`config.mk`:
```
export PLATFORM = sky130hd
export DESIGN_NAME = rhd_spi_slave_flat
export DESIGN_NICKNAME = d
export VERILOG_FILES = /design/src/rtl/rhd_spi_slave_pkg.sv /design/src/rtl/rhd_spi_slave_if.sv /design/src/rtl/rhd_spi_slave_sync_edge.sv /design/src/rtl/rhd_spi_slave.sv /design/src/flat_wrapper.sv
export SDC_FILE = /design/constraint.sdc
export NUM_CORES = 1
export LEC_CHECK = 0
export CORE_MARGIN = 8
export CORE_UTILIZATION = 55
export DETAILED_ROUTE_END_ITERATION = 10
export PLACE_DENSITY = 0.79
export SETUP_SLACK_MARGIN = 0.02
export SLEW_MARGIN = 20
export SYNTH_ARGS = -nofsm -noshare
export SYNTH_HDL_FRONTEND = slang
export SYNTH_HIERARCHICAL = 1
export SYNTH_SLANG_ARGS = --single-unit
```
`constraint.sdc`:
```
create_clock -name clk -period 28.1 [get_ports clk]
set_clock_uncertainty 0.05 [all_clocks]
set_input_delay 4.215 -clock clk [delete_from_list [all_inputs] [get_ports clk]]
set_output_delay 4.215 -clock clk [all_outputs]
set_load 0.01 [all_outputs]
```
`src/rtl/rhd_spi_slave_pkg.sv`:
```
// rhd_pkg: command opcodes, fixed command words, read-only register map and
// the "INTAN" identification bytes shared by the SPI slave and master side.
package rhd_pkg;

   typedef enum logic [1:0] {
      OP_CONVERT = 2'b00,
      OP_MISC    = 2'b01,
      OP_WRITE   = 2'b10,
      OP_READ    = 2'b11
   } rhd_op_e;

   localparam int unsigned FRAME_BITS    = 16;
   localparam logic [15:0] CMD_CALIBRATE = 16'h5500;
   localparam logic [15:0] CMD_CLEAR     = 16'h6A00;
   localparam logic [15:0] RESULT_ACK    = 16'h0080;
   localparam logic [7:0]  WRITE_ECHO_HI = 8'hFF;
   localparam logic [7:0]  READ_HI       = 8'h00;

   localparam logic [5:0]  RO_INTAN_FIRST = 6'd40;
   localparam logic [5:0]  RO_INTAN_LAST  = 6'd44;
   localparam logic [5:0]  RO_CHIP_ID     = 6'd63;
   localparam logic [39:0] INTAN_STR      = "INTAN";

   // CONVERT is 00cccccc_0000000x; any other low byte is not a conversion
   function automatic logic is_convert(input logic [15:0] w);
      return (w[15:14] == OP_CONVERT) && (w[7:1] == 7'd0);
   endfunction

   function automatic logic is_read_only(input logic [5:0] addr);
      return ((addr >= RO_INTAN_FIRST) && (addr <= RO_INTAN_LAST)) ||
             (addr == RO_CHIP_ID);
   endfunction

   function automatic logic [7:0] intan_char(input logic [5:0] addr);
      logic [7:0] c;
      case (addr)
         6'd40:   c = INTAN_STR[39:32];
         6'd41:   c = INTAN_STR[31:24];
         6'd42:   c = INTAN_STR[23:16];
         6'd43:   c = INTAN_STR[15:8];
         6'd44:   c = INTAN_STR[7:0];
         default: c = 8'h00;
      endcase
      return c;
   endfunction

endpackage

```
`src/rtl/rhd_spi_slave_if.sv`:
```
// SPI bus between the acquisition master and the rhd_spi_slave.
interface rhd_spi_slave_if;
   logic sclk;
   logic cs_n;
   logic mosi;
   logic miso;

   modport master (output sclk, output cs_n, output mosi, input miso);
   modport slave  (input sclk, input cs_n, input mosi, output miso);
endinterface

```
`src/rtl/rhd_spi_slave_sync_edge.sv`:
```
// rhd_sync_edge: multi-flop synchronizer with rising/falling edge detect on
// the synchronized level.
module rhd_sync_edge #(
   parameter int unsigned STAGES    = 2,
   parameter logic        RESET_VAL = 1'b0
) (
   input  logic clk,
   input  logic rst,
   input  logic din,
   output logic rise,
   output logic fall
);

   logic [STAGES-1:0] chain;
   logic              prev;
   logic              level;

   assign level = chain[STAGES-1];

   // synchronizer chain plus one history flop for edge detection
   always_ff @(posedge clk or posedge rst) begin
      if (rst) begin
         chain <= {STAGES{RESET_VAL}};
         prev  <= RESET_VAL;
      end else begin
         chain <= {chain[STAGES-2:0], din};
         prev  <= level;
      end
   end

   assign rise = level & ~prev;
   assign fall = ~level & prev;

endmodule

```
`src/rtl/rhd_spi_slave.sv`:
```
// rhd_spi_slave: 16-bit command SPI slave for an RHD-style amplifier.
// Decodes CONVERT/WRITE/READ/CALIBRATE/CLEAR, returns each result two valid
// frames later on miso. Define RHD_SPI_SLAVE_DDR_EN for 32-bit results with
// a second word (channel B) interleaved on sclk rising edges.
module rhd_spi_slave
   import rhd_pkg::*;
#(
   parameter logic [7:0]  CHIP_ID     = 8'd1,
   parameter int unsigned SYNC_STAGES = 2
) (
   input  logic             clk,
   input  logic             rst,
   rhd_spi_slave_if.slave   spi,
   output logic             sample_strobe,
   output logic [5:0]       sample_channel,
   input  logic [15:0]      sample_data,
   output logic             frame_done,
   output logic [15:0]      cmd_out,
   output logic             frame_err
);

   localparam int unsigned SYNC_N = (SYNC_STAGES < 2) ? 2 : SYNC_STAGES;
`ifdef RHD_SPI_SLAVE_DDR_EN
   localparam int unsigned RW = 32;
`else
   localparam int unsigned RW = 16;
`endif

   typedef enum logic [1:0] {ST_IDLE, ST_SHIFT, ST_END} state_e;

   state_e            state_q, state_d;
   logic              sclk_rise, sclk_fall, cs_rise, cs_fall;
   logic [SYNC_N-1:0] mosi_sync;
   logic              mosi_s;
   logic              frame_start, take_bit, frame_ok, frame_bad, do_decode;
   logic [4:0]        cnt_q, cnt_d;
   logic              ovf_q, ovf_d;
   logic [15:0]       word_q, word_d;
   logic [7:0]        regs [64];
   logic [RW-1:0]     pipe_new, pipe_old, result;
   rhd_op_e           op;
   logic [5:0]        addr;
   logic [7:0]        data, reg_rd;
   logic              wr_en;
   logic [15:0]       res_a;
   logic [15:0]       a_sr;
   logic              miso_q;
`ifdef RHD_SPI_SLAVE_DDR_EN
   logic [15:0]       res_b;
   logic [15:0]       b_sr;
`endif

   // Both chains reset low: a cs_n falling edge is only seen after cs_n has
   // been observed high, so a frame in flight at reset release is skipped.
   rhd_sync_edge #(.STAGES(SYNC_N), .RESET_VAL(1'b0)) u_sync_sclk (
      .clk(clk), .rst(rst), .din(spi.sclk), .rise(sclk_rise), .fall(sclk_fall)
   );

   rhd_sync_edge #(.STAGES(SYNC_N), .RESET_VAL(1'b0)) u_sync_cs (
      .clk(clk), .rst(rst), .din(spi.cs_n), .rise(cs_rise), .fall(cs_fall)
   );

   // mosi delayed by the same depth so it lines up with synchronized sclk
   always_ff @(posedge clk or posedge rst) begin
      if (rst) mosi_sync <= '0;
      else     mosi_sync <= {mosi_sync[SYNC_N-2:0], spi.mosi};
   end
   assign mosi_s = mosi_sync[SYNC_N-1];

   assign frame_start = (state_q == ST_IDLE) && cs_fall;
   assign take_bit    = (state_q == ST_SHIFT) && sclk_rise;

   // bit counter (saturating at 16, overflow remembered) and shift register;
   // an sclk edge coincident with cs_n rising is folded in before the end check
   always_comb begin
      cnt_d  = cnt_q;
      ovf_d  = ovf_q;
      word_d = word_q;
      if (frame_start) begin
         cnt_d = '0;
         ovf_d = 1'b0;
      end else if (take_bit) begin
         if (cnt_q == 5'd16) begin
            ovf_d = 1'b1;
         end else begin
            cnt_d  = cnt_q + 5'd1;
            word_d = {word_q[14:0], mosi_s};
         end
      end
   end

   // frame state register
   always_ff @(posedge clk or posedge rst) begin
      if (rst) state_q <= ST_IDLE;
      else     state_q <= state_d;
   end

   // frame sequencing: IDLE -> SHIFT -> END (valid) or IDLE (bad count)
   always_comb begin
      state_d   = state_q;
      frame_ok  = 1'b0;
      frame_bad = 1'b0;
      do_decode = 1'b0;
      case (state_q)
         ST_IDLE: begin
            if (frame_start) state_d = ST_SHIFT;
         end
         ST_SHIFT: begin
            if (cs_rise) begin
               if ((cnt_d == 5'd16) && !ovf_d) begin
                  frame_ok = 1'b1;
                  state_d  = ST_END;
               end else begin
                  frame_bad = 1'b1;
                  state_d   = ST_IDLE;
               end
            end
         end
         ST_END: begin
            do_decode = 1'b1;
            state_d   = ST_IDLE;
         end
         default: state_d = ST_IDLE;
      endcase
   end

   // counter and command shift register
   always_ff @(posedge clk or posedge rst) begin
      if (rst) begin
         cnt_q  <= '0;
         ovf_q  <= 1'b0;
         word_q <= '0;
      end else begin
         cnt_q  <= cnt_d;
         ovf_q  <= ovf_d;
         word_q <= word_d;
      end
   end

   // command decode and result formation for the word held during END
   always_comb begin
      op     = rhd_op_e'(word_q[15:14]);
      addr   = word_q[13:8];
      data   = word_q[7:0];
      wr_en  = 1'b0;
      res_a  = '0;
`ifdef RHD_SPI_SLAVE_DDR_EN
      res_b  = '0;
`endif
      if (addr == RO_CHIP_ID)        reg_rd = CHIP_ID;
      else if (is_read_only(addr))   reg_rd = intan_char(addr);
      else                           reg_rd = regs[addr];
      if (is_convert(word_q)) begin
         res_a = sample_data;
`ifdef RHD_SPI_SLAVE_DDR_EN
         res_b = ~sample_data;
`endif
      end else if (op == OP_WRITE) begin
         res_a = {WRITE_ECHO_HI, data};
         wr_en = !is_read_only(addr);
      end else if (op == OP_READ) begin
         res_a = {READ_HI, reg_rd};
      end else if ((word_q == CMD_CALIBRATE) || (word_q == CMD_CLEAR)) begin
         res_a = RESULT_ACK;
      end
   end

`ifdef RHD_SPI_SLAVE_DDR_EN
   assign result = {res_a, res_b};
`else
   assign result = res_a;
`endif

   // strobe is raised entering END so sample_data is taken in that same cycle
   always_ff @(posedge clk or posedge rst) begin
      if (rst) begin
         sample_strobe  <= 1'b0;
         sample_channel <= '0;
         frame_done     <= 1'b0;
         frame_err      <= 1'b0;
         cmd_out        <= '0;
      end else begin
         sample_strobe <= frame_ok && is_convert(word_d);
         if (frame_ok && is_convert(word_d)) sample_channel <= word_d[13:8];
         frame_done <= do_decode;
         frame_err  <= frame_bad;
         if (do_decode) cmd_out <= word_q;
      end
   end

   // writable register file
   always_ff @(posedge clk or posedge rst) begin
      if (rst)                      regs <= '{default: '0};
      else if (do_decode && wr_en)  regs[addr] <= data;
   end

   // two-deep result pipeline, advanced only by valid frames
   always_ff @(posedge clk or posedge rst) begin
      if (rst) begin
         pipe_new <= '0;
         pipe_old <= '0;
      end else if (do_decode) begin
         pipe_old <= pipe_new;
         pipe_new <= result;
      end
   end

   // miso shifter: A bits advance on sclk falls; in DDR builds the B bit of
   // the same position is shown after each sclk rise
   always_ff @(posedge clk or posedge rst) begin
      if (rst) begin
         a_sr   <= '0;
         miso_q <= 1'b0;
`ifdef RHD_SPI_SLAVE_DDR_EN
         b_sr   <= '0;
`endif
      end else if (frame_start) begin
         a_sr   <= pipe_old[RW-1 -: 16];
         miso_q <= pipe_old[RW-1];
`ifdef RHD_SPI_SLAVE_DDR_EN
         b_sr   <= pipe_old[15:0];
`endif
      end else if (state_q == ST_SHIFT) begin
         if (sclk_fall) begin
            a_sr   <= {a_sr[14:0], 1'b0};
            miso_q <= a_sr[14];
`ifdef RHD_SPI_SLAVE_DDR_EN
            b_sr   <= {b_sr[14:0], 1'b0};
`endif
         end
`ifdef RHD_SPI_SLAVE_DDR_EN
         else if (sclk_rise) begin
            miso_q <= b_sr[15];
         end
`endif
      end
   end

   assign spi.miso = miso_q;

endmodule

```
`src/flat_wrapper.sv`:
```
// flat-port wrapper written by rule: the top's interface ports become plain ports
module rhd_spi_slave_flat import rhd_pkg::*;
#(
   parameter logic [7:0]  CHIP_ID     = 8'd1,
   parameter int unsigned SYNC_STAGES = 2
)
  (clk, rst, sample_strobe, sample_channel, sample_data, frame_done, cmd_out, frame_err, spi_sclk, spi_cs_n, spi_mosi, spi_miso);
  rhd_spi_slave_if spi_i ();
  input  logic clk;
  input  logic rst;
  output logic sample_strobe;
  output logic [5:0] sample_channel;
  input  logic [15:0] sample_data;
  output logic frame_done;
  output logic [15:0] cmd_out;
  output logic frame_err;
  input wire logic [$bits(spi_i.sclk)-1:0] spi_sclk;
  input wire logic [$bits(spi_i.cs_n)-1:0] spi_cs_n;
  input wire logic [$bits(spi_i.mosi)-1:0] spi_mosi;
  output wire logic [$bits(spi_i.miso)-1:0] spi_miso;
  assign spi_i.sclk = spi_sclk;
  assign spi_i.cs_n = spi_cs_n;
  assign spi_i.mosi = spi_mosi;
  assign spi_miso = spi_i.miso;
  rhd_spi_slave #(.CHIP_ID(CHIP_ID), .SYNC_STAGES(SYNC_STAGES)) u_core (.clk(clk), .rst(rst), .spi(spi_i), .sample_strobe(sample_strobe), .sample_channel(sample_channel), .sample_data(sample_data), .frame_done(frame_done), .cmd_out(cmd_out), .frame_err(frame_err));
endmodule
```
# Yosys cells after proc, flatten, opt, wreduce, memory -nomap -nowiden
# Index checks and enable logic that the tools add are counted.
# word_totals
reg_bits	617
latchBits	0
mem_bits_rw	0
romBits	0
in_bits	21
output_inout_bits	26
elab_cells	180
mem_count	0
# op_classes
add_sub_neg	1
multipliers	0
div	0
order_cmp	4
eq_ne	16
shifts	0
n_mux	41
n_bitwise	11
reduce_logical	24
# op_table
cell	n
$bwmux 512	1
$mux 16	6
$bmux 8 s6	1
$demux 8 s6	1
$mux 8	6
$mux 15	3
$eq 6x6->1 const B	6
$eq 16x15->1 const B	2
$pmux 7 s4	1
$mux 1	15
$mux 5	3
$logic_not 7->1	2
$eq 5x5->1 const B	2
$logic_and 1x1->1	9
$ge 7x7->1 const B	1
$lt 7x1->1 const B	1
$not 6->7	1
$eq 2x2->1 const B	3
$ge 6x6->1 const B	1
$le 6x6->1 const B	1
$logic_not 2->1	3
$mux 2	3
$not 1->1	6
$add 5x1->5 const B	1
other kinds (10)	18

# Longest topological paths before layout
# Gate-level depths: netlist of the first run.
# logic_depth
depth_word	11
mapped_depth	11
ltp_nobuf	8

# Cells and area by module
# The synthesis of the first run kept the hierarchy.
# by_module_without_submodules
module	n_inst	cells_per_inst	area_each_um2	seq_area_each_um2
rhd_spi_slave	1	2034	27452.6	15064.4
rhd_sync_edge	2	6	93.8	75.1

# Least setup slack after synthesis of the first run
# Ideal clock, no wire load.
# synth_path
path_type	input -> register
startpoint	in sample_data[2]
endpoint	reg u_core.pipe_new[2]
setup_time_ps	86
t_arrival_ps	5221
required_ps	27964
slack_ps	22743
cell_stages	6
path_buffers	0
cell_sequence	inv_1 > or4_1 > a21oi_1 > or3_1 > o32ai_1 > nor3_1
# synth_via
elab_chain_cells	1
# synth_lines
element	line	source
from (decl)	flat_wrapper.sv:13	input logic [15:0] sample_data;
$mux 16	rhd_spi_slave.sv:153	if (is_convert(word_q)) begin
to (signal assigned)	rhd_spi_slave.sv:204	pipe_new <= result;
to (decl)	rhd_spi_slave.sv:40	logic [RW-1:0] pipe_new, pipe_old, result;
# No other way between the ends.
# A chain may end at the register's enable or synchronous reset.

==> impl_summary.md, run 1 <==
Floorplan
From bottom edge to top edge, the die measures 240 um. The die covers 0.0577 mm^2. Measured along the x axis, the die boundary spans 240 um. The floorplan has 82 rows. The initial utilization of the core area, before any placement, comes to 55.4%. The count of boundary I/O pins is 47. The core area is 0.0499 mm^2.

Clock tree
The clock tree from TritonCTS is done. The number of setup buffers added after CTS is 0. The number of buffers added by the clock tree synthesis step is 61. The clock edge transition at the registers on the reported setup and hold paths is about 60 ps. The post-cts hold buffer count is 0. The maximum root-to-sink buffer count is 3.

Clock tree synthesis selected as its root buffer the cell clkbuf_16. The total clock sinks is just over 600. The total of cells resized after clock tree synthesis is 0.

The count of H-tree levels built during CTS is 2. The clock insertion delay at the later pin of the skew report is 650 ps.

Timing
The normalized max-slew margin is 23.5%. The share of the cycle needed by the critical path after routing is 23.6%. Setup violations remaining at the end of the flow were counted as 0. The upper clock frequency limit is between 150 and 200 MHz.

Setup repair after global routing left no endpoint under its margin. Setup total negative slack on the finished layout was measured at 0 ps. The final max-slew violation count is 0. Counting I/O delays and the setup requirement, the final critical path takes between 6000 and 7000 ps. The number of endpoints with negative hold slack in the final report is 0. The slew of the pin with the lowest slew margin is 1130 ps.

Setup path
Measured in cells, the most critical reg-to-reg path has a length of 8. The path type of the worst setup path is input pin to asynchronous set/reset pin. Setup slack on the worst reg-to-reg path comes out at 23,290 ps. The largest delay contributor family on the critical path is buffers and inverters. The critical path crosses 4 cells after its start point. STA puts the critical path data arrival time at 7220 ps. The capturing element type of the critical path is an asynchronous set/reset pin. The slowest stage of the critical path is the buf_4 cell. The number of buffers and inverters on the critical path is 4. For the worst setup path, the data required time is 28,700 ps. The largest single stage delay on the critical path is 810 ps.

Traced cell by cell, the critical path runs through clkdlybuf4s50_1, inv_8, buf_4, buf_4. The top fanout value on the critical path is roughly 140. The type of origin of the critical path is an input pin. The most numerous cell on the critical path is buf_4.

Yosys
Averaged over all synthesized cells, the footprint is 13.5 um^2. The sequential fraction of the synthesis area is 55.0%. In this run the cell area of the synthesized design comes to 0.0276 mm^2.

The synthesized design contains 0 enable-type register cells. The post-synthesis async set-or-reset flop share is 100%. The top flip-flop cell by instance count after synthesis is dfrtp_1. The number of flip-flops and latches in the synthesized netlist is 608.

Yosys attributes the largest share of cell area to dfrtp_1, mux2_2, mux4_2. In this run the biggest area consumer among cell types represents 55.0% of the synthesized area. The number of nets handed over by synthesis was 2,069. Synthesis handed over a netlist of 2,046 instances. The synthesized design spends more area on one cell type than any other, namely dfrtp_1. The distinct cell type count after synthesis is 76. The yosys synthesis warning count is 6.

Route
After the first detailed-routing iteration, the DRC count stood at 1,762. After detailed routing, the average wire length per cell comes to ~26 um. After detailed routing, the number of remaining DRC violations is 0. Wires add up to 70,000 um. In the routed layout, each cell is associated on average with a via count of 6.32.

The total number of vias is about 17,000. In this run the remaining antenna-violating nets after routing total 0. The first TritonRoute pass finished after 7 iterations.

Placed design
The final weighted congestion in routability-driven placement is 0.917. The placed wire-length estimate after detailed placement is approximately 44,000 um. The port buffer count is 46. After detailed placement, the design holds a cell count of ~2,600.

Worst hold path
The path class of the tightest hold or removal check is register to register. The worst hold path stage count is 0.

Layout
In the final layout, the share of cells above drive strength 1 is 37.2%. The number of antenna diodes is 0. The final-layout fill cell count is 3,752. Once layout is complete, the utilization of the core stands at 61.2%.

The area growth from synthesis to layout is 10.4%. Across the whole layout, storage elements account for 0.0152 mm^2. Summing all multi-input logic gate instances after layout gives 0.0116 mm^2. The final cell count without fillers is 2,728. The net total in the final layout is 2,032.

Pwr
The worst-case IR drop observed on VDD is 58.7 uV. For this design the ratio of total power to cell area is 68.9 mW/mm^2. The total power after layout is 2.10 mW. The analysis attributes to cell leakage a power of 14.2 nW.

Global routing
Entering global routing, the biggest net connects 190 pins. Summed over all layers, the global routing overflow is 0. The number of global-route vias before repair came to approximately 18,000.

Global routing used 24.6% of the available tracks across all layers. The initial antenna violation count is 0. The first global-routing pass estimated around 110,000 um of wire.

Run
Across the run, the number of max-cap violations was 0.

Run status
The run finished with clean final reports.
## power by group
group          switching (mW)  internal, mW  leakage (nW)
sequential             0.0261         0.886          8.38
combinational           0.274         0.106          4.87
clock                   0.338         0.473         0.988
total                   0.638          1.47          14.2
## final cells by class
cell class | count | share of cell area (%)
clock inverter | 18 | 0.717
clock buffer | 92 | 5.85
inverter | 13 | 0.184
multi-input combinational | 1242 | 38.1
timing repair buffer | 83 | 2.47
sequential | 608 | 49.9
tap | 672 | 2.75
## synthesized netlist by cell type (4+ instances only)
library cell    n
nand2_2        10
nand2_1       166
nor2_4          8
nand3_1        20
buf_1          18
and3_1          4
nand4_1         4
and2_1          4
inv_1          12
nor2_1         31
buf_4          11
clkbuf_1      125
mux2i_1       103
or2_2           4
o221ai_1        4
a221oi_1        4
nand3b_1        6
a211oi_1        6
nor4bb_1        5
nor3b_1         4
o21ai_0        43
a21oi_1        35
mux2_1         28
dfrtp_1       608
nor2b_1         9
o22ai_1        15
a31oi_1         7
or3_1          10
nor3_1         15
mux4_2         76
nor2_2         35
o211ai_1        8
a22oi_1        27
nand2b_1        5
buf_2          29
a22o_1          4
mux2_2        472
## layer usage
metal	vias to the layer above	global-route usage (%)	wire length, um
met5	-	0	0
met4	0	12.1	3730
li1	7302	-	-
met1	9038	32.7	28200
met3	232	5.00	5100
met2	679	38.6	33000
## state kept, by name, summed over array words and instances, names as in the netlist, 2 cells and up
register and count:
u_core/mosi_sync 2, u_core/pipe_new 16, u_core/u_sync_sclk/chain 2, u_core/regs 503, u_core/sample_channel 6, u_core/state_q 2
u_core/pipe_old 16, u_core/u_sync_cs/chain 2, u_core/cmd_out 16, u_core/a_sr 15, u_core/cnt_q 5, u_core/word_q 16
## final timing paths
path	startpoint	to
setup / recovery	rst	u_core/regs[236]
hold / removal	u_core/u_sync_sclk/chain[0]	u_core/u_sync_sclk/chain[1]
setup reg to reg	u_core/word_q[8]	u_core/regs[299]
hold reg to reg	u_core/u_sync_sclk/chain[0]	u_core/u_sync_sclk/chain[1]
max in group clk	u_core/cmd_out[11]	cmd_out[11]
min in group asynchronous	rst	u_core/u_sync_sclk/prev
## metrics by stage
stage	setup WS, ps	hold WS (ps)	cell area, um^2
2_1_floorplan	6980	281	27600
3_3_place_gp	20830	283	28500
3_5_place_dp	20720	285	28500
4_1_cts	21400	298	30500
5_1_grt	21040	303	30500
6_report	21470	297	30500
## cell families (layout without fill, tap and decap cells)
kind of cell,count (synthesis),count (layout),share of synthesized area [%]
adder cells (fa/ha/maj),2,2,0.0905
AO/OA/AOI/OAI,190,190,4.59
buffers and inverters,196,206,2.94
XOR/XNOR,2,2,0.0634
flip-flops,608,608,55.0
multiplexers,679,679,30.3
AND/OR/NAND/NOR,369,369,6.98
## cell usage in the layout, fill, tap and decap left out, drive strengths merged, types with 7 or more instances in the layout
cell type	netlist	routed
a22oi	27	27
mux4	76	76
o21ai	45	45
inv	13	14
a21oi	36	36
nor2b	9	9
nor3	18	18
clkbuf	125	92
mux2i	103	103
dfrtp	608	608
nor2	74	74
nand2	176	176
o22ai	15	15
clkdlybuf4s50	0	46
nand3	21	21
o211ai	8	8
mux2	500	500
a31oi	7	7
or3	10	10
buf	58	37
clkinv	0	12
Power figures use the tool's default switching activity.
==> inputs of run 2 (changes only) <==
Clock period 28.1 ns to 6.1 ns, I/O delays scaled along.
==> run 2 against run 1 <==
Setup slack got worse by 19000 ps. Routed wire length rose by 1.5%. Worst hold slack improved by 4.7 ps. Global-route usage rose by 0.39 points. Total power rose to 4.6 times the previous value. Die area did not move. Largest cell class unchanged. Highest routed layer unchanged.
==> impl_summary.md, run 2 (synthesis results as in run 1) <==
Floorplan
The die is roughly 240 um wide. The die span in y is between 200 and 250 um. The number of standard-cell rows in the floorplan is 82. For this configuration, the core starts out at a cell density of 55.4%.

The floorplan step defined a die boundary enclosing 0.0577 mm^2. The core region is 0.0499 mm^2. The count of boundary I/O pins is 47.

Layout
The final-layout fill cell count is 3,749. In the layout the commonest cells are dfrtp_1, mux2_2, nand2_1, mux2i_1, mux4_2. Ranked by flip-flop count, first place goes to u_core/regs. The area growth from synthesis to layout is 10.5%. The register with the most flip-flops in the layout has 503 of them. The number of antenna diodes in the final layout is 0. The post-route core utilization is 61.3%. After the last flow step, the layout net total stands at 2,033.

The finished cells cover between 0.03 and 0.04 mm^2. The post-route netlist has 37.4% of its cells at a drive strength greater than 1. Leaving out fill and tap cells, the most frequent cell in the layout is dfrtp_1.

Setup path
The path type of the worst setup path is register to register. The capturing element type of the critical path is a register. Data arrives at the worst endpoint at approximately 4300 ps. Counting cells, the worst reg-to-reg path comes to 6.

The required time of the critical path is approximately 6500 ps. Along the worst path, the maximum fanout reaches 40. The type of origin of the critical path is a register. The largest single stage delay on the critical path is 950 ps. The critical path goes through inv_1, or3_1, o221ai_1, o21ai_0, o31ai_1, o311ai_1. For this design, the slowest cell found on the critical path is or3_1.

Pwr
The ratio of total power to cell area is 318 mW/mm^2. The maximum ir drop on the vdd rail is 249 uV. The analysis attributes to cell leakage a power of 14.2 nW. The total power after layout is 9.71 mW.

Clock tree
Clock tree synthesis selected as its root buffer the cell clkbuf_16. The clock tree from TritonCTS is done. The clock edge transition at the registers on the reported setup and hold paths is 60 ps. The number of buffers added by the clock tree synthesis step is 60. The count of H-tree levels built during CTS is 2. The clock net in this run drives a total of 608 sinks. The maximum root-to-sink buffer count is 3. Gates resized during post-CTS repair numbered 0. The post-cts hold buffer count is 0.

The clock reaches the later pin of the worst-skew pair after 630 ps. The post-CTS setup repair buffer count is 0.

Timing
Based on the critical path, the design can be clocked at up to 256 MHz. The share of the cycle needed by the critical path after routing is 64.1%. The final number of setup-violating endpoints is 0.

The worst pin sits at a relative slew slack of 22.6%. The final sum of negative setup slack is 0 ps. The final max-slew violation count came to 0. The slew of the pin with the lowest slew margin is approximately 1100 ps. The clock period minus final worst setup slack is 3910 ps. Setup repair after global routing left no endpoint under its margin. The number of endpoints with negative hold slack in the final report is 0.

Run
The tool flagged a number of max-cap violations equal to 0.

Placed design
The placed wire-length estimate after detailed placement is 44,200 um. The count of buffers added on input and output ports is 46. The final weighted congestion in routability-driven placement is 0.908. Once placement finished, the instance area stood at between 0.02 and 0.03 mm^2.

Global routing
The global-route usage over all layers is 25.0%. The global-route wire length before repair is 111,000 um. Entering global routing, the biggest net connects 172 pins. The initial antenna violation count is 0. The number of global-route vias before repair was between 15,000 and 20,000.

Global routing finished with a remaining overflow of 0.

Route
Dividing the detail-routed via count by the number of cells gives 6.39. The number of routed nets with antenna violations is 0. In this run, the number of DRC markers left after iteration 0 of detailed routing was 1,848. For this block, the via count after detailed routing is 17,409. The average routed wire per standard cell is 26.1 um. The overall routed net length is 71,100 um.

The remaining routing DRC violations is 0. The iteration count of the initial detailed-routing pass is 5.

Worst hold path
The path class of the tightest hold or removal check is register to register. The worst hold path passes through 0 cells.

Run status
The run finished with clean final reports.
[run 2: changes by cell type in the layout (fill, tap and decap cells not counted), sizes merged]
cell | before | now
clkinv | 12 | 11
clkbuf | 92 | 90
buf | 37 | 39
inv | 14 | 13
[run 2: metal layers]
metal  wire length (um)  share of wire, %  GRT usage (%)
met5                  0                 0              0
met4               3430               4.8           11.7
met3               5420               7.6           4.54
met2              33000                46           38.7
met1              29200                41           34.3
[run 2: path summary, 6_finish.rpt]
kind / startpoint / end / slack [ps]
max: u_core/word_q[9] / u_core/pipe_new[7] / 2190
min: u_core/u_sync_sclk/chain[0] / u_core/u_sync_sclk/chain[1] / 300
max reg2reg: u_core/word_q[9] / u_core/pipe_new[7] / 2190
min reg2reg: u_core/u_sync_sclk/chain[0] / u_core/u_sync_sclk/chain[1] / 300
max in group asynchronous: rst / u_core/regs[259] / 3830
min in group asynchronous: rst / u_core/u_sync_sclk/chain[0] / 510
[run 2: area by class of cell]
class                           count  area, um^2  share of cell area (%)
Sequential cell                   608       15200                    49.9
Timing Repair Buffer               85         811                    2.65
Tap cell                          672         841                    2.75
Inverter                           13        52.6                   0.172
Clock inverter                     16         195                   0.639
Multi-Input combinational cell   1242       11600                    38.1
Clock buffer                       90        1770                    5.81
[run 2: metrics by stage]
step | std cells | hold slack, ps | setup WS (ps)
3_5_place_dp | 2619 | 291 | 2420
2_1_floorplan | 2046 | 281 | -3080
4_1_cts | 2725 | 304 | 2390
5_1_grt | 2726 | 311 | 2220
6_report | 2726 | 302 | 2190
3_3_place_gp | 2619 | 283 | 2410
[run 2: where the power goes]
part           internal (mW)  switching, mW
sequential              4.08          0.143
clock                   2.16           1.53
combinational          0.499           1.29
total                   6.74           2.97
[run 2: critical path, delay by kind of cell, from the launching register on]
kind | cells | cell delay (ps)
compound gates | 4 | 1190
simple gates | 1 | 950
flops | 1 | 860
buf+inv | 1 | 670
